--- src/rtl/ex_muldiv_pkg.sv ---
// Shared types and constants for the iterative RV32M multiply/divide unit.
package ex_muldiv_pkg;

  localparam int MD_DATA_WIDTH = 32;
  localparam int MD_ITERS      = 32;
  localparam int MD_CNT_W      = 6;

  // funct3 encodings of the M-extension operations
  typedef enum logic [2:0] {
    MD_MUL    = 3'b000,
    MD_MULH   = 3'b001,
    MD_MULHSU = 3'b010,
    MD_MULHU  = 3'b011,
    MD_DIV    = 3'b100,
    MD_DIVU   = 3'b101,
    MD_REM    = 3'b110,
    MD_REMU   = 3'b111
  } md_op_e;

  typedef enum logic [1:0] {
    MD_IDLE = 2'd0,
    MD_CALC = 2'd1,
    MD_DONE = 2'd2
  } md_state_e;

endpackage

--- src/rtl/ex_muldiv.sv ---
// Iterative RV32M multiply/divide unit in EX. Operands are converted to
// magnitudes on accept, iterated for 32 cycles in a shared 64-bit shift
// register (shift-add multiply / restoring divide), sign-fixed on the edge
// into DONE, and presented for exactly one cycle.
module ex_muldiv
  import ex_muldiv_pkg::*;
#(
  parameter int DATA_WIDTH = MD_DATA_WIDTH
) (
  input  logic                  clk,
  input  logic                  rst,
  input  logic                  md_valid_EX,
  input  logic [31:0]           instruction_EX,
  input  logic [DATA_WIDTH-1:0] rs1_data_EX,
  input  logic [DATA_WIDTH-1:0] rs2_data_EX,
  input  logic                  flush_EX,
  output logic [DATA_WIDTH-1:0] md_result_EX,
  output logic                  md_done_EX,
  output logic                  md_busy,
  output logic                  stall_md
);

  localparam int W = DATA_WIDTH;

  // Conditional two's-complement negate used for the final sign fix.
  function automatic logic [2*W-1:0] fix_sign_wide(input logic [2*W-1:0] v, input logic neg);
    return neg ? -v : v;
  endfunction

  function automatic logic [W-1:0] fix_sign(input logic [W-1:0] v, input logic neg);
    return neg ? -v : v;
  endfunction

  md_state_e           state_q, state_d;
  logic [MD_CNT_W-1:0] cnt_q;
  md_op_e              op_q;
  logic                neg_q;
  logic [W-1:0]        b_q;
  logic [2*W-1:0]      acc_q;
  logic [W-1:0]        result_q;
  logic                done_q;

  md_op_e              op_in;
  logic                is_div_in, a_sgn_in, b_sgn_in, a_neg_in, b_neg_in, neg_in;
  logic [W-1:0]        a_mag_in, b_mag_in;
  logic                dz_in, ovf_in, special_in;
  logic [W-1:0]        special_res;
  logic                accept;
  logic                last_iter;

  logic [W:0]          mul_sum;
  logic [2*W-1:0]      mul_nxt;
  logic [W:0]          rem_sh;
  logic [W+1:0]        div_sub;
  logic [2*W-1:0]      div_nxt;
  logic [2*W-1:0]      iter_nxt;
  logic [2*W-1:0]      prod_fix;
  logic [W-1:0]        div_val;
  logic [W-1:0]        calc_res;
  logic                unused_bits;

  assign accept    = md_valid_EX & ~flush_EX;
  assign last_iter = (cnt_q == MD_CNT_W'(MD_ITERS - 1));

  // Decode the incoming op: operand signedness, magnitudes, result sign and
  // the divide corner cases that bypass iteration.
  always_comb begin
    op_in     = md_op_e'(instruction_EX[14:12]);
    is_div_in = instruction_EX[14];
    a_sgn_in  = (op_in == MD_MUL) || (op_in == MD_MULH) || (op_in == MD_MULHSU) ||
                (op_in == MD_DIV) || (op_in == MD_REM);
    b_sgn_in  = (op_in == MD_MUL) || (op_in == MD_MULH) ||
                (op_in == MD_DIV) || (op_in == MD_REM);
    a_neg_in  = a_sgn_in & rs1_data_EX[W-1];
    b_neg_in  = b_sgn_in & rs2_data_EX[W-1];
    a_mag_in  = a_neg_in ? -rs1_data_EX : rs1_data_EX;
    b_mag_in  = b_neg_in ? -rs2_data_EX : rs2_data_EX;
    case (op_in)
      MD_DIV:  neg_in = a_neg_in ^ b_neg_in;
      MD_REM:  neg_in = a_neg_in;
      MD_DIVU: neg_in = 1'b0;
      MD_REMU: neg_in = 1'b0;
      default: neg_in = a_neg_in ^ b_neg_in;
    endcase
    dz_in      = is_div_in & (rs2_data_EX == '0);
    ovf_in     = is_div_in & ~instruction_EX[12] &
                 (rs1_data_EX == {1'b1, {(W-1){1'b0}}}) & (rs2_data_EX == '1);
    special_in = dz_in | ovf_in;
    // funct3[1] distinguishes remainder from quotient among divides
    if (dz_in) special_res = instruction_EX[13] ? rs1_data_EX : '1;
    else       special_res = instruction_EX[13] ? '0 : rs1_data_EX;
  end

  // One iteration of either datapath plus the sign-fixed result it implies.
  always_comb begin
    mul_sum = {1'b0, acc_q[2*W-1:W]} + (acc_q[0] ? {1'b0, b_q} : '0);
    mul_nxt = {mul_sum, acc_q[W-1:1]};
    rem_sh  = acc_q[2*W-1:W-1];
    div_sub = {1'b0, rem_sh} - {2'b00, b_q};
    if (!div_sub[W+1]) div_nxt = {div_sub[W-1:0], acc_q[W-2:0], 1'b1};
    else               div_nxt = {rem_sh[W-1:0], acc_q[W-2:0], 1'b0};
    iter_nxt = op_q[2] ? div_nxt : mul_nxt;
    prod_fix = fix_sign_wide(iter_nxt, neg_q);
    div_val  = op_q[1] ? iter_nxt[2*W-1:W] : iter_nxt[W-1:0];
    if (op_q[2])              calc_res = fix_sign(div_val, neg_q);
    else if (op_q == MD_MUL)  calc_res = prod_fix[W-1:0];
    else                      calc_res = prod_fix[2*W-1:W];
  end

  assign unused_bits = ^{instruction_EX[31:15], instruction_EX[11:0], div_sub[W]};

  // State register.
  always_ff @(posedge clk) begin
    if (rst) state_q <= MD_IDLE;
    else     state_q <= state_d;
  end

  // Next-state logic; flush abandons any op and returns to IDLE.
  always_comb begin
    state_d = state_q;
    case (state_q)
      MD_IDLE: if (accept) state_d = special_in ? MD_DONE : MD_CALC;
      MD_CALC: begin
        if (flush_EX)       state_d = MD_IDLE;
        else if (last_iter) state_d = MD_DONE;
      end
      MD_DONE: state_d = MD_IDLE;
      default: state_d = MD_IDLE;
    endcase
  end

  // Control outputs; stall releases in DONE so the op leaves ID_EX then.
  always_comb begin
    md_busy  = (state_q == MD_CALC);
    stall_md = md_valid_EX & ~flush_EX & (state_q != MD_DONE) & ~rst;
  end

  // Operand latch, iteration and the registered one-cycle result.
  always_ff @(posedge clk) begin
    if (rst) begin
      cnt_q    <= '0;
      op_q     <= MD_MUL;
      neg_q    <= 1'b0;
      b_q      <= '0;
      acc_q    <= '0;
      result_q <= '0;
      done_q   <= 1'b0;
    end else begin
      result_q <= '0;
      done_q   <= 1'b0;
      case (state_q)
        MD_IDLE: begin
          if (accept) begin
            op_q  <= op_in;
            neg_q <= neg_in;
            b_q   <= b_mag_in;
            acc_q <= {{W{1'b0}}, a_mag_in};
            cnt_q <= '0;
            if (special_in) begin
              result_q <= special_res;
              done_q   <= 1'b1;
            end
          end
        end
        MD_CALC: begin
          if (!flush_EX) begin
            acc_q <= iter_nxt;
            cnt_q <= cnt_q + MD_CNT_W'(1);
            if (last_iter) begin
              result_q <= calc_res;
              done_q   <= 1'b1;
            end
          end
        end
        default: ;
      endcase
    end
  end

  assign md_result_EX = result_q;
  assign md_done_EX   = done_q;

endmodule

--- config.mk ---
export PLATFORM = sky130hd
export DESIGN_NAME = ex_muldiv
export DESIGN_NICKNAME = d
export VERILOG_FILES = /design/src/rtl/ex_muldiv_pkg.sv /design/src/rtl/ex_muldiv.sv
export SDC_FILE = /design/constraint.sdc
export NUM_CORES = 1
export LEC_CHECK = 0
export CAP_MARGIN = 20
export CORE_ASPECT_RATIO = 1.4
export CORE_MARGIN = 10
export CORE_UTILIZATION = 33
export CTS_CLUSTER_DIAMETER = 80
export DETAILED_ROUTE_END_ITERATION = 16
export GPL_TIMING_DRIVEN = 0
export PLACE_DENSITY = 0.62
export SYNTH_ARGS = -nofsm -noshare
export SYNTH_HDL_FRONTEND = slang
export SYNTH_SLANG_ARGS = --single-unit
--- constraint.sdc ---
create_clock -name clk -period 10.3 [get_ports clk]
set_clock_uncertainty 0.1 [all_clocks]
set_input_delay 1.03 -clock clk [delete_from_list [all_inputs] [get_ports clk]]
set_output_delay 1.03 -clock clk [all_outputs]
set_load 0.05 [all_outputs]
# After elaboration in Yosys (flattened, before gate mapping)
# Index checks and enable logic that the tools add are counted.
# totals
latchBits	0
n_memories	0
in_bits	100
output_inout_bits	35
reg_bits	141
rom_bits	0
word_cells	93
ramBits	0
# classes
add_sub_neg	7
shifts	0
reduce_logical	15
n_lt_le_gt_ge	0
div	0
mux	35
multipliers	0
bitwise	14
n_eq_ne	14
# ops
cell	count
$mux 32	14
$mux 64	5
$pmux 64 s2	1
$neg 32->32	3
$eq 32x32->1 const B	2
$neg 64->64	1
$pmux 32 s2	1
$sub 33x32->34	1
$add 32x32->33	1
$logic_not 32->1	1
$eq 3x3->1 const B	4
$mux 6	2
$pmux 6 s2	1
$and 1x1->1	9
$mux 2	4
$add 6x1->6 const B	1
$eq 6x5->1 const B	1
$logic_not 3->1	2
$logic_or 1x1->1	6
$ne 2x2->1 const B	3
$mux 1	4
$pmux 1 s2	2
$pmux 2 s2	1
$reduce_and 2->1	2
other kinds (11)	13

# Logic depth before layout (Yosys ltp)
# Gate-level depths: netlist of the first run.
# depth
word_depth	10
mapped_depth	26
ltp_nobuf	22

# Worst setup path after synthesis of the first run
# Ideal clock, no wire load.
# synth_path
path_type	reg2reg
startpoint	reg op_q[2]
endpoint	reg result_q[20] (netlist: md_result_EX[20])
setup_ns	0.121
arrival_time_ns	5.423
n_path_buf	7
synth_period_minus_slack_ns	5.644
path_stages_with_launch	21
path_slack_ns	4.656
t_required_ns	10.079
cell_sequence	dfxtp_1 -> clkbuf_1 -> buf_1 -> buf_2 -> buf_1 -> clkbuf_1 -> buf_2 -> buf_1 -> mux2i_1 -> ha_1 -> o21ai_0 -> nor3_1 -> nor2b_1 -> nand3_1 -> nor2_1 -> nand3_1 -> or3_1 -> or3_1 -> mux2_2 -> o221ai_1 -> nand2_1
# synth_between
elab_chain_cells	8
elab_cells_between_ends	12
cone_classes	2 x add/sub; 9 x mux; 1 x reduce/logical
# synth_rtl
item	line_no	rtl
from (decl)	ex_muldiv.sv:36	md_op_e op_q;
from (signal assigned)	ex_muldiv.sv:154	op_q <= op_in;
$mux 64	ex_muldiv.sv:102	iter_nxt = op_q[2] ? div_nxt : mul_nxt;
$neg 64->64 / $mux 32 (equally long branches)	ex_muldiv.sv:27, ex_muldiv.sv:104	
$mux 64 / $neg 32->32 (equally long branches)	ex_muldiv.sv:27, ex_muldiv.sv:31	
$mux 32, on equally long branches	ex_muldiv.sv:106, ex_muldiv.sv:31	
$mux 32 *	ex_muldiv.sv:105	if (op_q[2]) calc_res = fix_sign(div_val, neg_q);
$mux 32 *	ex_muldiv.sv:169	if (last_iter) begin
$mux 32 *	ex_muldiv.sv:166	if (!flush_EX) begin
$pmux 32 s2 *	ex_muldiv.sv:151	case (state_q)
to (signal assigned)	ex_muldiv.sv:160	result_q <= special_res;
to (signal assigned)	ex_muldiv.sv:170	result_q <= calc_res;
to (decl)	ex_muldiv.sv:40	logic [W-1:0] result_q;
# Every way passes the cells marked *; elsewhere a longest branch is shown, timed or not.
# A chain may end at the register's enable or synchronous reset.

# Final worst setup path of the first run
# Ends and elaborated chain as after synthesis.

==> flow_summary.toml, run 1 <==
[sta]
setup_slack_ns = -0.177
worst_slew_pin_slew_ns = 1.23
min_period_ns = 10.48
rsz0062_at_grt = "false"
slew_viol_final = 0
tns_ns = -0.241
max_freq_mhz = 95.4
fin_crit_sh_pct = 102
fin_hold_ws_ns = 0.397
slew_headroom_pct = 17.7
hold_viol = 0
setup_viol = 2

[route]
drtPass1Iterations = 6
ant_nets = 0
via_per_inst = 6.15
dr_total_vias = 18383
post-route-drc-count = 0
wl_per_cell_um = 28.9
drt-initial-drc-count = 1887
routed_wirelength_um = 86400

[setup_path]
startpoint_type = "flip-flop"
r2r-end = "md_result_EX[20]$_SDFF_PP0_"
r2r_start = "op_q[2]$_SDFFE_PP0P_"
critPathBufInv = 6
worstRegToRegCells = 19
end_kind = "flip-flop"
worstPathArrival_ns = 10.73
slowest_stage = "clkdlybuf4s15_1"
cp_max_fo = 19
cp.required_ns = 10.55
cp_top_family = "buffers and inverters"
setup.worst_path.class = "reg2reg"
max_stage_delay_ns = 1.02
cp_cell_sequence = "clkbuf_1 -> clkdlybuf4s15_1 -> buf_2 -> buf_1 -> clkbuf_1 -> buf_2 -> mux2i_1 -> ha_1 -> o21ai_0 -> nor3_1 -> nor2b_1 -> nand3_1 -> nor2_1 -> nand3_1 -> or3_1 -> or3_1 -> mux2_2 -> o221ai_1 -> nand2_1"
r2r_slack_ns = -0.18

[logic_synthesis]
synth.cell_area_mm2 = 0.0154
synthMostInstantiatedCell = "nor2_1"
synth-edff-count = 0
synth_flop_cell = "dfxtp_1"
ys_seq_area_share_pct = 18.3
synth_nets = 2404
syn_avg_cell_area_um2 = 6.92
syn_inst = 2232
yosysTopAreaCell = "dfxtp_1"
ys_top_cells_by_area = "dfxtp_1 (18%), nor2_1 (6.6%), a21oi_1 (6.2%)"
yosysWarnings = 0
postSynth.asyncResetShare_pct = 0
synth_top_area_share_pct = 18.3
ys_ff_latch = 141
synthTopCellsByCount = "nor2_1 (272), nand2_1 (217), a21oi_1 (192)"
yosysUniqueCellTypes = 89

[global_routing]
grt_first_pass_wirelength_um = 123000
grt_pass1_vias = 17644
grt_util_all_layers_pct = 29.8
grt_remaining_overflow = 0
grt_max_degree = 20
antenna_found_initial = 0

[clock_network]
root_buffer = "clkbuf_16"
clock_latency_ns = 0.48
cts_resized = 1
cts_hold_buffers = 0
h-tree-depth = 4
clk_pin_slew_ns = 0.07
cts_buffer_depth = 2
cts_sinks = 141
post-cts-setup-buffers = 0
cts_tree = "built"
cts_made_buffers = 17

[layout]
ff_latch_area_mm2 = 0.00282
nFillCells = 5040
final_nets = 2531
areaGrowthSynthToFinish_pct = 16.1
fin_cells = 2989
multi_input_area_mm2 = 0.0118
final_design_area_no_fill_mm2 = 0.0179
n_antenna_cell = 0
final_layout_size_suffix_gt1_share_pct = 4.85

[power_and_ir_drop]
pwr_density_cell_mw_per_mm2 = 111
ir_drop_uv = 139
power_leakage_nw = 6.33

[floorplanning]
dieArea_mm2 = 0.0560
die_w_um = 203
die_h_um = 276
placementRows = 93
start_util_pct = 33.4
top_level_ports = 135
core-area_mm2 = 0.0462

[placement]
post-place-ws_ns = -0.302
place.gp.congestion = 1.01
hpwl_um = 70000
dpl-instance-area_mm2 = 0.0173
portBuffers = 104
place_inst = 2958

[hold_path]
min_from = "op_q[0]$_SDFFE_PP0P_"
hold_path_class = "reg2reg"
hold_depth = 2
worstHoldEndpoint = "op_q[0]$_SDFFE_PP0P_"

[run_status]
outcome = "finished, violations left"
violations = "setup timing"

[run]
maxCapViolCount = 0
## routing by layer
layer  share of wire (%)  wire (µm)  global-route usage (%)  vias up
li1                    -          -                       -     8470
met1                  37      32200                    33.5     8729
met4                 7.5       6480                    21.0        0
met5                   0          0                       0        -
met2                  49      42100                    51.8      944
met3                 6.4       5560                    3.70      240
## flip-flops by register name, summed over array words and instances, names as in the netlist
signal,flops
acc_q,64
md_result_EX,32
cnt_q,6
op_q,3
md_done_EX,1
b_q,32
neg_q,1
state_q,2
## per-stage QoR
| stage | power [mW] | utilization (%) |
|---|---|---|
| finish | 1.99 | 38.8 |
| global route | 2.06 | 38.8 |
| CTS | 1.98 | 38.8 |
| detailed placement | 1.31 | 37.5 |
| global placement | 1.31 | 37.3 |
| floorplan | 1.03 | - |
## worst reg2reg max path, stage by stage, from the launching register on
cell and delay, ns:
dfxtp_1 0.72, clkbuf_1 0.93, clkdlybuf4s15_1 1.02, buf_2 0.45, buf_1 0.90, clkbuf_1 0.84
buf_2 0.74, mux2i_1 0.55, ha_1 0.34, o21ai_0 0.21, nor3_1 0.43, nor2b_1 0.56
nand3_1 0.38, nor2_1 0.22, nand3_1 0.29, or3_1 0.57, or3_1 0.35, mux2_2 0.29
o221ai_1 0.36, nand2_1 0.08
## layout make-up
type | instances | area share, %
clock inverters | 14 | 0.971
inverters | 68 | 1.42
plain buffers | 140 | 3.08
repair buffers | 109 | 6.07
well taps | 617 | 4.31
clock buffers | 18 | 2.40
multi-input cells | 1882 | 66.0
flip-flops and latches | 141 | 15.8
## power by group
part           leakage (nW)  total, mW  internal (mW)  switching, mW
Sequential             1.15      0.604          0.566         0.0384
Clock                 0.294      0.672          0.367          0.305
Combinational          4.89      0.717          0.229          0.488
Total                  6.33       1.99           1.16          0.831
## worst max-delay path by stage
| stage | to | slack [ns] | cells after the start | startpoint |
|---|---|---|---|---|
| after global placement | md_result_EX[20]$_SDFF_PP0_ | -0.43 | 20 | op_q[2]$_SDFFE_PP0P_ |
| final | md_result_EX[20]$_SDFF_PP0_ | -0.18 | 19 | op_q[2]$_SDFFE_PP0P_ |
| after global routing | md_result_EX[20]$_SDFF_PP0_ | 0.11 | 19 | op_q[2]$_SDFFE_PP0P_ |
| after floorplan | md_result_EX[20]$_SDFF_PP0_ | 4.66 | 20 | op_q[2]$_SDFFE_PP0P_ |
| after detailed placement | md_result_EX[20]$_SDFF_PP0_ | -0.30 | 20 | op_q[2]$_SDFFE_PP0P_ |
| after CTS | md_result_EX[20]$_SDFF_PP0_ | 0.36 | 19 | op_q[2]$_SDFFE_PP0P_ |
## cell families after synthesis
| logic type | after synthesis | synth area share (%) |
|---|---|---|
| simple gates | 833 | 25.5 |
| compound gates | 763 | 32.3 |
| flops | 141 | 18.3 |
| xor+xnor | 160 | 9.08 |
| fa+ha+maj | 72 | 5.93 |
| buf+inv | 209 | 5.21 |
| mux | 54 | 3.69 |
## cell usage in the layout, fill, tap and decap left out, drive strengths merged, types with 49 or more instances in the layout
cell           Yosys  layout
inv               66      74
nor2             272     272
a211oi            68      68
dfxtp            141     141
a21oi            194     194
clkdlybuf4s50      0     104
xor2              69      69
o21ai            187     187
ha                70      70
xnor2             91      91
clkbuf           114     132
and2              49      49
nor3              73      73
nand2            217     217
(Power assumes the default switching activity.)
==> inputs of run 2 (changes only) <==
Settings changed: GPL_TIMING_DRIVEN 0 to default.
==> flow_summary.toml, run 2 (synthesized netlist as in run 1, its figures left out) <==
[layout]
layout_commonest_cell = "nor2_1"
fin_cells = 2879
regMostFlops = "acc_q"
largest_reg_flops = 64
final_layout_size_suffix_gt1_share_pct = 5.97
areaGrowthSynthToFinish_pct = 14.1
final_nets = 2421
final_cell_mix = "nor2_1 (267), nand2_1 (217), a21oi_1 (192), o21ai_0 (178), dfxtp_1 (138)"
n_antenna_cell = 0

[setup_path]
worstPathArrival_ns = 7.35
r2r_slack_ns = 3.17
r2r-end = "md_result_EX[20]$_SDFF_PP0_"
slowest_stage = "a21boi_0"
setup.worst_path.start = "b_q[18]$_SDFFE_PP0P_"
r2r_start = "b_q[18]$_SDFFE_PP0P_"
cp_cell_sequence = "inv_1 -> ha_1 -> a21oi_1 -> o21ai_2 -> a2111oi_4 -> o31a_1 -> buf_4 -> nand2_1 -> nand2_1 -> a21boi_0 -> ha_1 -> o21ai_0 -> nor3_1 -> nor2b_1 -> nand3_1 -> nor2_1 -> nand3_1 -> or3_1 -> or3_1 -> mux2_2 -> o221ai_1 -> nand2_1"
worstRegToRegCells = 22
end_kind = "flip-flop"
max_stage_delay_ns = 0.56
startpoint_type = "flip-flop"
cp_max_fo = 18
cp_common_cell = "nand2_1"
crit_path_end = "md_result_EX[20]$_SDFF_PP0_"
setup.worst_path.class = "reg2reg"
cp.required_ns = 10.53

[global_routing]
grt_pass1_vias = 16385
grt_max_degree = 70
grt_remaining_overflow = 0
grt_util_all_layers_pct = 22.3
antenna_found_initial = 0
grt_first_pass_wirelength_um = 98600

[route]
drtPass1Iterations = 7
drt-initial-drc-count = 1637
dr_total_vias = 17166
via_per_inst = 5.96
wl_per_cell_um = 22.3
ant_nets = 0
routed_wirelength_um = 64300
post-route-drc-count = 0

[power_and_ir_drop]
ir_drop_uv = 81.6
p_int_mw = 1.18
p_seq_share_pct = 31.8
switchingPower_mw = 0.724
pwr_density_cell_mw_per_mm2 = 108
swShare_pct = 38.1
combinationalPowerShare_pct = 33.3
clkPwrFrac_pct = 34.9
power_leakage_nw = 6.28

[run_status]
outcome = "complete, no violations"

[clock_network]
root_buffer = "clkbuf_16"
clk_pin_slew_ns = 0.07
cts_tree = "built"
cts_sinks = 141
cts_hold_buffers = 0
clock_latency_ns = 0.46
cts_buffer_depth = 2
cts_made_buffers = 17
cts_resized = 0
post-cts-setup-buffers = 0
h-tree-depth = 4

[sta]
hold_viol = 0
min_period_ns = 7.13
fin_crit_sh_pct = 69.2
worst_slew_pin_slew_ns = 1.05
tns_ns = 0
max_freq_mhz = 140
slew_viol_final = 0
rsz0062_at_grt = "false"
slew_headroom_pct = 29.3
setup_viol = 0
setup_slack_ns = 3.17

[hold_path]
hold_path_class = "reg2reg"

[floorplanning]
core-area_mm2 = 0.0462
die_h_um = 276
start_util_pct = 33.4
top_level_ports = 135
dieArea_mm2 = 0.0560
die_w_um = 203
placementRows = 93

[placement]
portBuffers = 105
post-place-ws_ns = 3.35
hpwl_um = 50400
place.gp.congestion = 0.997
place_inst = 2847

[run]
maxCapViolCount = 0
-- run 2: worst max-delay path: cells and delay by family, from the launching register on --
kind	cells	cell delay [ns]
simple gates	10	2.86
flops	1	0.41
buf+inv	2	0.33
fa+ha+maj	2	0.82
mux	1	0.29
compound gates	7	2.15
-- run 2: layout make-up --
class | count | area, µm²
Multi-Input combinational cell | 1882 | 11900
Sequential cell | 141 | 2830
Clock inverter | 13 | 165
Timing Repair Buffer | 139 | 1300
Tap cell | 617 | 772
Inverter | 68 | 255
Clock buffer | 19 | 433
Fill cell | 4946 | 28600
-- run 2: how the worst min path moves through the flow --
| stage | start | endpoint | cells past startpoint |
|---|---|---|---|
| 2_1_floorplan | b_q[26]$_SDFFE_PP0P_ | b_q[26]$_SDFFE_PP0P_ | 2 |
| 3_3_place_gp | cnt_q[1]$_SDFFE_PP0P_ | cnt_q[1]$_SDFFE_PP0P_ | 2 |
| 3_5_place_dp | cnt_q[1]$_SDFFE_PP0P_ | cnt_q[1]$_SDFFE_PP0P_ | 2 |
| 4_1_cts | cnt_q[1]$_SDFFE_PP0P_ | cnt_q[1]$_SDFFE_PP0P_ | 2 |
| 5_1_grt | cnt_q[1]$_SDFFE_PP0P_ | cnt_q[1]$_SDFFE_PP0P_ | 2 |
| 6_report | cnt_q[1]$_SDFFE_PP0P_ | cnt_q[1]$_SDFFE_PP0P_ | 2 |
-- run 2: routing by layer --
layer | global-route usage, % | vias to the layer above | wire length (µm)
met2 | 39.5 | 658 | 32200
met4 | 12.5 | 0 | 3530
met5 | 0 | - | 0
li1 | - | 8254 | -
met3 | 2.43 | 132 | 3130
met1 | 25.8 | 8122 | 25500
-- run 2: through the flow --
step                      total power [mW]  hold WS (ns)  instance area (µm²)  util, %
final                                 1.90         0.382                17600     38.1
after global routing                  1.99         0.399                17600     38.1
after CTS                             1.90         0.384                17600     38.1
after detailed placement              1.24         0.374                17000     36.8
after global placement                1.23         0.363                17000     36.8
after floorplan                       1.03         0.340                15400        -
-- run 2: power groups by stage --
stage                     clock (mW)  combinational [mW]  sequential [mW]
after floorplan                    0               0.433            0.592
after global placement             0               0.618            0.615
after detailed placement           0               0.620            0.615
after CTS                      0.674               0.624            0.603
after global routing           0.694               0.689            0.605
final                          0.663               0.633            0.604
